===== config.mk =====
export PLATFORM = sky130hd
export DESIGN_NAME = alu_share_arbiter
export DESIGN_NICKNAME = d
export VERILOG_FILES = /design/src/rtl/alu_share_arbiter.sv
export SDC_FILE = /design/constraint.sdc
export NUM_CORES = 1
export LEC_CHECK = 0
export ABC_CLOCK_PERIOD_IN_PS = 2000
export CAP_MARGIN = 15
export CELL_PAD_IN_SITES_DETAIL_PLACEMENT = 0
export CELL_PAD_IN_SITES_GLOBAL_PLACEMENT = 2
export CORE_MARGIN = 4
export CORE_UTILIZATION = 29
export DETAILED_ROUTE_END_ITERATION = 12
export DONT_BUFFER_PORTS = 1
export GPL_ROUTABILITY_DRIVEN = 0
export PLACE_DENSITY_LB_ADDON = 0.1
export REMOVE_ABC_BUFFERS = 1
export SETUP_SLACK_MARGIN = 0.05
export SYNTH_ARGS = -nofsm -noshare
export SYNTH_HDL_FRONTEND = slang
export SYNTH_SLANG_ARGS = --single-unit

===== constraint.sdc =====
create_clock -name clk -period 2 [get_ports clk]
set_input_delay 0 -clock clk [delete_from_list [all_inputs] [get_ports clk]]
set_output_delay 0 -clock clk [all_outputs]
set_load 0.05 [all_outputs]

===== src/rtl/alu_share_arbiter.sv =====
`default_nettype none
// ============================================================================
// Module      : alu_share_arbiter
// Description : Round-robin arbiter and sequencer that shares one
//               combinational logic/arithmetic unit among NREQ requesters.
//               The winner's operands and opcode are registered onto the
//               shared unit. The result is captured one cycle later and
//               returned to the winner with a one-cycle done pulse.
// Revision    : 1.0 - initial release
// ============================================================================
module alu_share_arbiter #(
    parameter int N    = 8,
    parameter int NREQ = 4,
    parameter int OPW  = 3
) (
    input  logic                clk,
    input  logic                rst_n,
    input  logic [NREQ-1:0]     req,
    input  logic [NREQ*OPW-1:0] op_bus,
    input  logic [NREQ*N-1:0]   a_bus,
    input  logic [NREQ*N-1:0]   b_bus,
    output logic [N-1:0]        alu_a,
    output logic [N-1:0]        alu_b,
    output logic [OPW-1:0]      alu_op,
    input  logic [N-1:0]        alu_y,
    output logic [NREQ-1:0]     gnt,
    output logic [NREQ-1:0]     done,
    output logic [N-1:0]        result,
    output logic                busy
);

    localparam int IW = (NREQ > 1) ? $clog2(NREQ) : 1;
    localparam logic [NREQ-1:0] ONE_HOT0 = {{(NREQ-1){1'b0}}, 1'b1};

    typedef enum logic [1:0] {
        IDLE = 2'd0,
        EXEC = 2'd1,
        RESP = 2'd2
    } state_t;

    state_t          state;
    state_t          state_next;
    logic [IW-1:0]   ptr;
    logic [IW-1:0]   win;
    logic [IW-1:0]   pick_idx;
    logic            pick_found;

    // Round-robin scan: first requester at or after ptr, wrapping at NREQ.
    always_comb begin
        pick_found = 1'b0;
        pick_idx   = '0;
        for (int k = 0; k < NREQ; k++) begin
            int idx;
            idx = int'(ptr) + k;
            if (idx >= NREQ) begin
                idx = idx - NREQ;
            end
            if (!pick_found && req[idx]) begin
                pick_found = 1'b1;
                pick_idx   = IW'(idx);
            end
        end
    end

    // State register.
    always_ff @(posedge clk or negedge rst_n) begin
        if (!rst_n) begin
            state <= IDLE;
        end else begin
            state <= state_next;
        end
    end

    // Next-state logic: requests are only looked at in IDLE.
    always_comb begin
        state_next = state;
        case (state)
            IDLE:    if (pick_found) state_next = EXEC;
            EXEC:    state_next = RESP;
            RESP:    state_next = IDLE;
            default: state_next = IDLE;
        endcase
    end

    // Datapath: grant/operand capture, result capture, done pulse, pointer advance.
    always_ff @(posedge clk or negedge rst_n) begin
        if (!rst_n) begin
            ptr    <= '0;
            win    <= '0;
            gnt    <= '0;
            done   <= '0;
            result <= '0;
            alu_a  <= '0;
            alu_b  <= '0;
            alu_op <= '0;
        end else begin
            case (state)
                IDLE: begin
                    if (pick_found) begin
                        win    <= pick_idx;
                        gnt    <= ONE_HOT0 << pick_idx;
                        alu_a  <= a_bus[pick_idx*N +: N];
                        alu_b  <= b_bus[pick_idx*N +: N];
                        alu_op <= op_bus[pick_idx*OPW +: OPW];
                    end
                end
                EXEC: begin
                    result <= alu_y;
                    done   <= ONE_HOT0 << win;
                end
                RESP: begin
                    done <= '0;
                    gnt  <= '0;
                    // The winner drops to lowest priority for the next scan.
                    if (win == IW'(NREQ - 1)) begin
                        ptr <= '0;
                    end else begin
                        ptr <= win + 1'b1;
                    end
                end
                default: begin
                    done <= '0;
                    gnt  <= '0;
                end
            endcase
        end
    end

    assign busy = (state != IDLE);

endmodule
`default_nettype wire


==> impl_metrics.yaml <==
final_layout:
  areaGrowthSynthToFinish_pct: 37.4
  layout_commonest_cell: "dlygate4sd3_1"
  design_area_um2: 3330
  n_fill_cell: 827
  final_cell_mix: "dlygate4sd3_1 (68), dfrtp_1 (41), nor2_1 (27), o21ai_0 (21), nand3_1 (20)"
  layout.nets: 403
  n_antenna_cell: 0
  drive_gt1_frac: 0.174
  final_cell_count_no_fill: 415
cts:
  clock-sinks: 41
  insertion_delay_ns: 0.30
  clockRootBuffer: "clkbuf_8"
  cts_tree: "yes"
  cts-buffers-inserted: 5
  htreeDepth: 2
  clockBufferDepth: 2
  cts_resized: 0
  clk_pin_slew_ns: 0.09
placement:
  placed_cells: 338
  hpwl_mm: 5.50
  io_buffers: 0
  dpl_cell_area_um2: 2530
run:
  maxCapViolations: 0
yosys:
  synthDominantCellAreaShare: 0.423
  avgSynthCellArea_um2: 9.90
  synth_warnings: 0
  ys_seq_area_frac: 0.423
  synth.largest_area_cell: "dfrtp_1"
  ys_seq_elements: 41
  synthTopCellsByArea: "dfrtp_1 (42%), a221oi_2 (11%), a31oi_1 (4.9%)"
  syn_inst: 245
  syn_area_um2: 2420
  synth_cell_types: 40
status:
  status: "completed"
timing:
  skew_ns: 0.00585
  setup_viol: 0
  period_needed_ns: 1.74
  hold_viol: 0
  rsz0062_at_grt: "false"
  max_freq_mhz: 575
  maxSlewHeadroom: 0.308
  tns_ns: 0
  drv_slew: 0
  worstMarginPinSlew_ns: 1.03
  period_share: 0.870
floorplan:
  die_h_um: 99.4
  pin_count: 126
  num_rows: 33
  dieWidth_um: 99.4
  die-area_um2: 9890
  initial_core_util: 0.297
  coreArea_um2: 8180
grt:
  overflow: 0
  grt_first_pass_wirelength_mm: 12.8
  grt_util_all_layers: 0.166
  grt_max_degree: 42
  antenna_found_initial: 0
  grt_pass1_vias: 2369
drt:
  highest_layer: "met4"
  dr.pass1.iters: 4
  wl_met3_um: 593
  met1_length_mm: 3.54
  detail_route.wirelength_mm: 8.45
  vias_per_cell: 5.26
  antenna_left: 0
  drtIter0Drc: 107
  wl_met2_mm: 4.24
  dr_total_vias: 2181
  route.detailed.drc: 0
  avgRoutedWirePerCell_um: 20.4
worst_setup_path:
  start_kind: "flip-flop"
  critPathMaxFanout: 15
  ff2ff_path_depth: 5
  cp.arrival_ns: 1.92
  worstSetupPathType: "reg -> reg"
  crit_path_end_kind: "flip-flop"
  crit_required_ns: 2.18
hold_path:
  whs_path_depth: 2
  hold_path.class: "in -> reg"
pwr:
  ir_drop_uv: 491
  p_total_w: 0.00552
  power_leakage_nw: 1.41
  p_per_area_nw_per_um2: 1660
## registers in the layout, summed over array words and instances (netlist names)
register,count
alu_a,8
alu_b,8
alu_op,3
done,4
gnt,4
ptr,2
result,8
state,2
win,2
## critical path, stage by stage (launching register included)
cell      delay, ns
dfrtp_1        0.39
or2_4          0.33
or2_1          0.32
buf_4          0.24
a221oi_1       0.22
a31oi_1        0.11
## per-layer routing
metal	vias to the layer above	GRT usage
met4	0	0.0462
li1	1047	-
met3	4	0.0344
met5	-	0
met2	83	0.283
met1	1047	0.214
## per-stage QoR
step / util / hold WS (ns) / setup WS, ns
after global placement: 0.310 / -0.295 / 0.296
after CTS: 0.407 / 0.0121 / 0.246
after global routing: 0.407 / 0.0367 / 0.140
final: 0.407 / 0.0213 / 0.259
after floorplan: - / -0.296 / -0.0875
after detailed placement: 0.310 / -0.295 / 0.263
## timing repair
| action | 4_1_cts | 5_1_grt |
|---|---|---|
| endpoints found under the hold margin | 71 | 0 |
| buffers inserted | 0 | 0 |
| hold buffers | 69 | 0 |
## Yosys cell counts (all sizes together)
cell / count
a32o: 1
a21o: 2
a21bo: 1
a21boi: 1
a2bb2o: 1
o32ai: 1
nor3: 1
o22ai: 1
or2: 2
a22o: 1
a221o: 1
mux2: 9
dfrtp: 41
nor2b: 2
ha: 4
a211oi: 1
a21oi: 2
nor2: 27
clkbuf: 12
a221oi: 19
inv: 5
nor4: 1
buf: 14
o221ai: 1
nand2b: 2
a31oi: 19
o21ai: 22
mux2i: 4
o211a: 1
and3: 19
o31ai: 1
o2bb2ai: 1
nand2: 5
nand3: 20
## cell type report
| type | count | area [µm²] | share of cell area |
|---|---|---|---|
| clock inverter | 3 | 22.5 | 0.00676 |
| tap | 105 | 131 | 0.0394 |
| multi-input combinational | 173 | 1230 | 0.371 |
| clock buffer | 5 | 68.8 | 0.0207 |
| sequential | 41 | 1030 | 0.308 |
| timing repair buffer | 83 | 826 | 0.248 |
| inverter | 5 | 21.3 | 0.00639 |
## final timing paths
kind / start / endpoint / slack, ns
max reg2reg: state[1]$_DFFE_PN0P_ / alu_op[0]$_DFFE_PN0P_ / 0.26
min in group asynchronous: rst_n / alu_b[2]$_DFFE_PN0P_ / 0.24
min reg2reg: win[0]$_DFFE_PN0P_ / ptr[0]$_DFFE_PN0N_ / 0.57
max: state[1]$_DFFE_PN0P_ / alu_op[0]$_DFFE_PN0P_ / 0.26
min: req[3] / gnt[3]$_DFFE_PN0P_ / 0.02
max in group asynchronous: rst_n / ptr[0]$_DFFE_PN0N_ / 1.56
## where the power goes
part	internal (W)	switching [W]	total, W
registers	0.00123	0.00159	0.00282
logic	0.000961	0.00117	0.00213
clock network	0.000248	0.000331	0.000579
## logic make-up after synthesis
family | share of synthesized area
simple gates | 0.161
compound gates | 0.264
flops | 0.423
buf+inv | 0.0728
mux | 0.0583
fa+ha+maj | 0.0206
Power figures use the tool's default switching activity.
